## config.mk

```make
export PLATFORM = sky130hd
export DESIGN_NAME = vector_memory_sequencer_flat
export DESIGN_NICKNAME = d
export VERILOG_FILES = /design/src/rtl/vector_memory_sequencer_if.sv /design/src/rtl/vector_memory_sequencer.sv /design/src/flat_wrapper.sv
export SDC_FILE = /design/constraint.sdc
export NUM_CORES = 1
export LEC_CHECK = 0
export CORE_UTILIZATION = 28
export DETAILED_ROUTE_END_ITERATION = 10
export PLACE_DENSITY_LB_ADDON = 0.15
export SLEW_MARGIN = 25
export SYNTH_ARGS = -nofsm -noshare
export SYNTH_HDL_FRONTEND = slang
export SYNTH_SLANG_ARGS = --single-unit
```

## constraint.sdc

```tcl
create_clock -name clk -period 4.8 [get_ports clk]
set_input_delay 0.72 -clock clk [delete_from_list [all_inputs] [get_ports clk]]
set_output_delay 0.72 -clock clk [all_outputs]
set_load 0.02 [all_outputs]
```

## src/rtl/vector_memory_sequencer_if.sv

```systemverilog
// Byte-wide memory port between the vector memory sequencer and its memory.
// Read data is returned one cycle after the address is presented.
interface vector_memory_sequencer_if;
    logic [15:0] mem_address;
    logic [7:0]  mem_write_data;
    logic        mem_write_enable;
    logic [7:0]  mem_read_data;

    modport master (
        output mem_address,
        output mem_write_data,
        output mem_write_enable,
        input  mem_read_data
    );

    modport slave (
        input  mem_address,
        input  mem_write_data,
        input  mem_write_enable,
        output mem_read_data
    );
endinterface

```

## src/rtl/vector_memory_sequencer.sv

```systemverilog
// Vector memory sequencer: serialises scalar and vector loads/stores from the
// memory stage onto a byte-wide memory port, stalling the pipeline meanwhile.
// Optional macro VMEM_ADDR_CHECK_EN rejects vector requests whose byte range
// would run past 16'hFFFF (addr_error pulse); without it addresses wrap.
module vector_memory_sequencer #(
    parameter int VECTOR_BYTES = 16
) (
    input  logic                        clk,
    input  logic                        reset,
    input  logic                        write_memory_enable_a_memory,
    input  logic                        write_memory_enable_b_memory,
    input  logic                        load_scalar_memory,
    input  logic                        load_vector_memory,
    input  logic [15:0]                 srcA_memory,
    input  logic [15:0]                 srcB_memory,
    input  logic [8*VECTOR_BYTES-1:0]   vector_srcB_memory,
    vector_memory_sequencer_if.master   mem_bus,
    output logic                        stall,
    output logic                        done_memory,
    output logic [7:0]                  load_data_memory,
    output logic [8*VECTOR_BYTES-1:0]   vector_load_data_memory,
    output logic                        addr_error
);
    localparam int VW = 8 * VECTOR_BYTES;
    localparam int CW = $clog2(VECTOR_BYTES) + 1;
    localparam logic [CW-1:0] LAST_IDX = CW'(VECTOR_BYTES - 1);
`ifdef VMEM_ADDR_CHECK_EN
    localparam logic [15:0] MAX_BASE = 16'(65535 - (VECTOR_BYTES - 1));
`endif

    typedef enum logic [2:0] {
        IDLE   = 3'd0,
        SREAD  = 3'd1,
        VSTORE = 3'd2,
        VLOAD  = 3'd3,
        VLAST  = 3'd4
    } state_t;

    state_t          state_q, state_d;
    logic [CW-1:0]   cnt_q, cnt_d;
    logic [15:0]     base_q, base_d;
    logic [VW-1:0]   vdata_q, vdata_d;
    logic [VW-1:0]   buf_q, buf_d;
    logic [VW-1:0]   vload_q, vload_d;
    logic [7:0]      ldata_q, ldata_d;

    logic [15:0]     addr_s;
    logic [7:0]      wdata_s;
    logic            we_s;
    logic            stall_s;
    logic            done_s;
    logic            aerr_s;
    logic            range_bad_s;
    logic            unused_srcb_hi_s;

    // Only the low byte of the scalar store operand is written.
    assign unused_srcb_hi_s = ^srcB_memory[15:8];

    // Next-state, datapath capture and memory-port decode for the sequencer.
    always_comb begin
        state_d = state_q;
        cnt_d   = cnt_q;
        base_d  = base_q;
        vdata_d = vdata_q;
        buf_d   = buf_q;
        vload_d = vload_q;
        ldata_d = ldata_q;
        addr_s  = 16'h0000;
        wdata_s = 8'h00;
        we_s    = 1'b0;
        stall_s = 1'b0;
        done_s  = 1'b0;
        aerr_s  = 1'b0;
`ifdef VMEM_ADDR_CHECK_EN
        range_bad_s = (write_memory_enable_b_memory || load_vector_memory) &&
                      (srcA_memory > MAX_BASE);
`else
        range_bad_s = 1'b0;
`endif
        case (state_q)
            IDLE: begin
                cnt_d = '0;
                if (range_bad_s) begin
                    aerr_s = 1'b1;
                end else if (write_memory_enable_b_memory) begin
                    addr_s  = srcA_memory;
                    wdata_s = vector_srcB_memory[7:0];
                    we_s    = 1'b1;
                    stall_s = 1'b1;
                    base_d  = srcA_memory;
                    vdata_d = vector_srcB_memory;
                    cnt_d   = CW'(1);
                    state_d = VSTORE;
                end else if (load_vector_memory) begin
                    addr_s  = srcA_memory;
                    stall_s = 1'b1;
                    base_d  = srcA_memory;
                    cnt_d   = CW'(1);
                    state_d = VLOAD;
                end else if (write_memory_enable_a_memory) begin
                    addr_s  = srcA_memory;
                    wdata_s = srcB_memory[7:0];
                    we_s    = 1'b1;
                    done_s  = 1'b1;
                end else if (load_scalar_memory) begin
                    addr_s  = srcA_memory;
                    stall_s = 1'b1;
                    base_d  = srcA_memory;
                    state_d = SREAD;
                end else begin
                    state_d = IDLE;
                end
            end
            SREAD: begin
                addr_s  = base_q;
                ldata_d = mem_bus.mem_read_data;
                done_s  = 1'b1;
                state_d = IDLE;
            end
            VSTORE: begin
                addr_s  = base_q + 16'(cnt_q);
                wdata_s = vdata_q[8*int'(cnt_q) +: 8];
                we_s    = 1'b1;
                if (cnt_q == LAST_IDX) begin
                    done_s  = 1'b1;
                    cnt_d   = '0;
                    state_d = IDLE;
                end else begin
                    stall_s = 1'b1;
                    cnt_d   = cnt_q + CW'(1);
                end
            end
            VLOAD: begin
                // Data returning now belongs to the address issued last cycle.
                addr_s  = base_q + 16'(cnt_q);
                stall_s = 1'b1;
                buf_d[8*(int'(cnt_q) - 1) +: 8] = mem_bus.mem_read_data;
                if (cnt_q == LAST_IDX) begin
                    state_d = VLAST;
                end else begin
                    cnt_d = cnt_q + CW'(1);
                end
            end
            VLAST: begin
                // Publish the whole vector at once so no partial result leaks.
                addr_s  = base_q;
                vload_d = {mem_bus.mem_read_data, buf_q[VW-9:0]};
                done_s  = 1'b1;
                cnt_d   = '0;
                state_d = IDLE;
            end
            default: begin
                cnt_d   = '0;
                state_d = IDLE;
            end
        endcase
    end

    // Output stage: reset silences the memory port and handshakes immediately.
    always_comb begin
        if (reset) begin
            mem_bus.mem_address      = 16'h0000;
            mem_bus.mem_write_data   = 8'h00;
            mem_bus.mem_write_enable = 1'b0;
            stall                    = 1'b0;
            done_memory              = 1'b0;
            addr_error               = 1'b0;
        end else begin
            mem_bus.mem_address      = addr_s;
            mem_bus.mem_write_data   = wdata_s;
            mem_bus.mem_write_enable = we_s;
            stall                    = stall_s;
            done_memory              = done_s;
            addr_error               = aerr_s;
        end
    end

    // State and datapath registers with synchronous reset.
    always_ff @(posedge clk) begin
        if (reset) begin
            state_q <= IDLE;
            cnt_q   <= '0;
            base_q  <= 16'h0000;
            vdata_q <= '0;
            buf_q   <= '0;
            vload_q <= '0;
            ldata_q <= 8'h00;
        end else begin
            state_q <= state_d;
            cnt_q   <= cnt_d;
            base_q  <= base_d;
            vdata_q <= vdata_d;
            buf_q   <= buf_d;
            vload_q <= vload_d;
            ldata_q <= ldata_d;
        end
    end

    assign load_data_memory        = ldata_q;
    assign vector_load_data_memory = vload_q;
endmodule

```

## src/flat_wrapper.sv

```systemverilog
// flat-port wrapper written by rule: the top's interface ports become plain ports
module vector_memory_sequencer_flat 
#(
    parameter int VECTOR_BYTES = 16
)
  (clk, reset, write_memory_enable_a_memory, write_memory_enable_b_memory, load_scalar_memory, load_vector_memory, srcA_memory, srcB_memory, vector_srcB_memory, stall, done_memory, load_data_memory, vector_load_data_memory, addr_error, mem_bus_mem_address, mem_bus_mem_write_data, mem_bus_mem_write_enable, mem_bus_mem_read_data);
  vector_memory_sequencer_if mem_bus_i ();
  input  logic clk;
  input  logic reset;
  input  logic write_memory_enable_a_memory;
  input  logic write_memory_enable_b_memory;
  input  logic load_scalar_memory;
  input  logic load_vector_memory;
  input  logic [15:0] srcA_memory;
  input  logic [15:0] srcB_memory;
  input  logic [8*VECTOR_BYTES-1:0] vector_srcB_memory;
  output logic stall;
  output logic done_memory;
  output logic [7:0] load_data_memory;
  output logic [8*VECTOR_BYTES-1:0] vector_load_data_memory;
  output logic addr_error;
  output wire logic [$bits(mem_bus_i.mem_address)-1:0] mem_bus_mem_address;
  output wire logic [$bits(mem_bus_i.mem_write_data)-1:0] mem_bus_mem_write_data;
  output wire logic [$bits(mem_bus_i.mem_write_enable)-1:0] mem_bus_mem_write_enable;
  input wire logic [$bits(mem_bus_i.mem_read_data)-1:0] mem_bus_mem_read_data;
  assign mem_bus_mem_address = mem_bus_i.mem_address;
  assign mem_bus_mem_write_data = mem_bus_i.mem_write_data;
  assign mem_bus_mem_write_enable = mem_bus_i.mem_write_enable;
  assign mem_bus_i.mem_read_data = mem_bus_mem_read_data;
  vector_memory_sequencer #(.VECTOR_BYTES(VECTOR_BYTES)) u_core (.clk(clk), .reset(reset), .write_memory_enable_a_memory(write_memory_enable_a_memory), .write_memory_enable_b_memory(write_memory_enable_b_memory), .load_scalar_memory(load_scalar_memory), .load_vector_memory(load_vector_memory), .srcA_memory(srcA_memory), .srcB_memory(srcB_memory), .vector_srcB_memory(vector_srcB_memory), .mem_bus(mem_bus_i), .stall(stall), .done_memory(done_memory), .load_data_memory(load_data_memory), .vector_load_data_memory(vector_load_data_memory), .addr_error(addr_error));
endmodule
```

==> results of run 1 <==
[routing by layer]
metal  vias to the layer above  part of all wire  global-route usage
li1                       7279                 -                   -
met1                      7014              0.45               0.218
met2                       333              0.48               0.283
met3                        76             0.047              0.0299
met4                         4             0.021              0.0535
met5                         -           0.00056                   0
[state kept, by name, summed over array words and instances, names as in the netlist]
signal,cells
u_core.base_q,16
u_core.load_data_memory,8
u_core.buf_q,120
u_core.state_q,3
u_core.vector_load_data_memory,128
u_core.vdata_q,128
u_core.cnt_q,5
[worst min-delay path, delay by kind of cell, from the launching register on]
| kind | cells | cell delay [ps] |
|---|---|---|
| AO/OA/AOI/OAI | 1 | 50 |
| flip-flops | 1 | 310 |
| AND/OR/NAND/NOR | 1 | 50 |
[per-stage QoR]
step           total power [mW]  utilization  hold WS, ps  area, µm²  setup WS, ps
2_1_floorplan              4.15            -          431      17300           562
3_3_place_gp               4.53        0.350          439      21200           468
3_5_place_dp               4.55        0.350          443      21200           450
4_1_cts                    8.23        0.376          451      22800           186
5_1_grt                    8.45        0.377          462      22900          28.6
6_report                   8.10        0.377          448      22900           308
[worst paths after layout]
kind,start,depth (start not counted),endpoint
max reg2reg,u_core.cnt_q[0],14,u_core.buf_q[74]
max,u_core.cnt_q[0],7,mem_bus_mem_write_data[4]
min,u_core.buf_q[63],2,u_core.vector_load_data_memory[63]
min reg2reg,u_core.buf_q[63],2,u_core.vector_load_data_memory[63]
[cells by family after synthesis]
group	synth area share
AO/OA/AOI/OAI	0.120
XOR/XNOR	0.00753
adder cells (fa/ha/maj)	0.0135
buffers and inverters	0.0379
flip-flops	0.473
multiplexers	0.127
other	0.000217
AND/OR/NAND/NOR	0.221
[synth_stat cells, drive strengths merged (3+ instances only)]
master | number | area, µm²
o21a | 3 | 22.5
nor3b | 3 | 22.5
o22ai | 15 | 93.8
a22oi | 20 | 150
mux4 | 40 | 901
ha | 17 | 213
dfxtp | 408 | 8170
a2111oi | 4 | 110
nand4 | 11 | 119
xnor2 | 10 | 87.6
nand2 | 606 | 2280
xor2 | 4 | 42.6
nand3b | 3 | 22.5
nand3 | 14 | 80.1
inv | 19 | 71.3
nor2 | 73 | 293
a21o | 3 | 22.5
clkbuf | 115 | 432
nor2b | 14 | 87.6
a31oi | 9 | 62.6
nor4 | 3 | 33.8
or2 | 6 | 40.0
nor3 | 17 | 85.1
o211ai | 3 | 22.5
a21oi | 284 | 1420
nand2b | 100 | 626
buf | 31 | 151
and3 | 3 | 18.8
mux2i | 130 | 1300
a222oi | 3 | 30.0
o21ai | 8 | 43.8
or4 | 4 | 37.5
[cell type report]
cell class / instances / area, µm²
fillers: 6154 / 37800
multi-input cells: 1432 / 8480
flip-flops and latches: 408 / 8170
repair buffers: 359 / 3560
clock buffers: 75 / 1480
well taps: 782 / 978
clock inverters: 12 / 111
inverters: 19 / 71.3
diodes: 3 / 7.51
[cells in the final DEF, fill, tap and decap left out, types with 8 or more instances in the layout]
| master | netlist | layout |
|---|---|---|
| mux4_2 | 40 | 40 |
| nand2b_1 | 100 | 100 |
| a31oi_1 | 8 | 8 |
| clkdlybuf4s50_1 | 0 | 327 |
| nand3_1 | 12 | 12 |
| a22oi_1 | 20 | 20 |
| nor2b_1 | 14 | 13 |
| a21oi_1 | 284 | 284 |
| o22ai_1 | 15 | 15 |
| mux2i_1 | 130 | 130 |
| nand4_2 | 8 | 8 |
| nor3_1 | 17 | 17 |
| clkbuf_1 | 115 | 10 |
| xnor2_1 | 10 | 10 |
| clkbuf_16 | 0 | 49 |
| dfxtp_1 | 408 | 406 |
| nor2_1 | 71 | 71 |
| inv_1 | 19 | 19 |
| clkbuf_8 | 0 | 16 |
| buf_4 | 2 | 28 |
| nand2_1 | 605 | 603 |
| ha_1 | 17 | 17 |
[report_power, final]
part / switching [mW] / internal [mW] / leakage [nW]
combinational: 0.524 / 0.398 / 4.16
sequential: 0.0633 / 3.48 / 3.31
clock: 1.46 / 2.18 / 0.786
==> reports/summary.json, run 1 <==
{
  "relSlewSlack": {"value": 0.348},
  "detail_route.iter0.violations": {"value": 909},
  "timing.final.setup_violations": {"value": 0},
  "grt_pass1_vias": {"value": 14712},
  "post_cts.resized_instances": {"value": 0},
  "power_leakage": {"value": 8.25, "unit": "nW"},
  "largest_net_degree_at_the_start_of_global_routing": {"value": 257},
  "worst_ep_required_time": {"value": 4080, "unit": "ps"},
  "cts.repair_timing.setup_buffer_count": {"value": 0},
  "timing.critical_path.arrival": {"value": 3770, "unit": "ps"},
  "clock-root-buffer": {"value": "clkbuf_16"},
  "global_route_wire_length_before_repair": {"value": 83.4, "unit": "mm"},
  "die_area": {"value": 62700, "unit": "µm²"},
  "yosysUniqueCellTypes": {"value": 66},
  "dpl.cell_count": {"value": 2999},
  "synthArstFlopShare": {"value": 0},
  "area.growth.synth_to_final": {"value": 32.3, "unit": "%"},
  "clock_tree_from_tritoncts": {"value": "done"},
  "final_net_count": {"value": 2460},
  "place.gp.congestion": {"value": 0.814},
  "crit_family": {"value": "buffers and inverters"},
  "worstHoldPathType": {"value": "reg -> reg"},
  "largest_stage_delay_on_the_critical_path": {"value": 610, "unit": "ps"},
  "cap_violations": {"value": 0},
  "synth_ff_type": {"value": "dfxtp_1"},
  "endpoint_kind": {"value": "primary output"},
  "port_buffer_cells": {"value": 328},
  "total_via_count_in_the_routed_design": {"value": 14706},
  "timing.final.crit_share": {"value": 0.936},
  "crit_chain": {"value": "buf_4 -> buf_4 -> mux4_2 -> mux4_2 -> inv_1 -> o22ai_1 -> clkdlybuf4s50_1"},
  "ys_seq_area_frac": {"value": 0.473},
  "initial_utilization": {"value": 0.285},
  "synth.ff_latch_count": {"value": 408},
  "max_clock_freq": {"value": 223, "unit": "MHz"},
  "ir_worst_vdd": {"value": 0.283, "unit": "mV"},
  "totalNegativeSetupSlack": {"value": 0, "unit": "ps"},
  "crit_buf_inv": {"value": 4},
  "result_of_the_run": {"value": "finished, final reports clean"},
  "post-dp-hpwl": {"value": 36.6, "unit": "mm"},
  "drtPass1Iterations": {"value": 5},
  "timing.final.crit_period": {"value": 4490, "unit": "ps"},
  "synth_edf_count": {"value": 0},
  "ant_nets": {"value": 0},
  "numClockSinks": {"value": 408},
  "groute.usage.overall": {"value": 0.169},
  "clk_pin_slew_worst_paths": {"value": 60, "unit": "ps"},
  "dieHeight": {"value": 250, "unit": "µm"},
  "netlist_instances": {"value": 2005},
  "die_width": {"value": 250, "unit": "µm"},
  "h-tree-depth": {"value": 2},
  "timing.final.max_slew_violations": {"value": 0},
  "worst_setup_path_start_kind": {"value": "register"},
  "final_cell_count_without_fillers": {"value": 3090},
  "unrepaired_setup_endpoints_after_global_routing": {"value": "false"},
  "tightest_slew": {"value": 978, "unit": "ps"},
  "timing_worst_setup_path_type": {"value": "reg -> out"},
  "rows": {"value": 90},
  "post_drt_wl_per_cell": {"value": 17.4, "unit": "µm"},
  "synth.net_count": {"value": 2197},
  "route.final.wire_length": {"value": 53.7, "unit": "mm"},
  "powerDensity": {"value": 354, "unit": "nW/µm²"},
  "clk-insertion-delay-late": {"value": 570, "unit": "ps"},
  "regToRegSetupSlack": {"value": 450, "unit": "ps"},
  "crit_path_top_delay_cell": {"value": "mux4_2"},
  "cts_buffer_depth": {"value": 3},
  "tritoncts.num_buffers": {"value": 48},
  "floorplan.core_area": {"value": 60700, "unit": "µm²"},
  "fin_worst_skew": {"value": 16.5, "unit": "ps"},
  "io_pins": {"value": 338},
  "via_count_normalized_by_instance_count": {"value": 4.76},
  "synth-warning-count": {"value": 0},
  "drc_errors": {"value": 0},
  "maximum_fanout_along_the_worst_path": {"value": 23},
  "cts_hold_repair.buffers": {"value": 0},
  "finalHoldViolations": {"value": 0},
  "grt.overflow.total": {"value": 0},
  "grt_antenna_before_repair": {"value": 5},
  "cell_area_after_synthesis": {"value": 17300, "unit": "µm²"},
  "mean_cell_area_of_the_mapped_netlist": {"value": 8.62, "unit": "µm²"},
  "drive_gt1_frac": {"value": 0.0798}
}
Note: power is estimated with default switching activity, not from simulation.
==> run 2: changes to the inputs <==
--- a/config.mk
+++ b/config.mk
@@ -5,6 +5,7 @@
 export SDC_FILE = /design/constraint.sdc
 export NUM_CORES = 1
 export LEC_CHECK = 0
+export CAP_MARGIN = 20
 export CORE_UTILIZATION = 28
 export DETAILED_ROUTE_END_ITERATION = 10
 export PLACE_DENSITY_LB_ADDON = 0.15
==> results of run 2 <==
No change in the layout: final DEF, timing and power equal those of run 1.
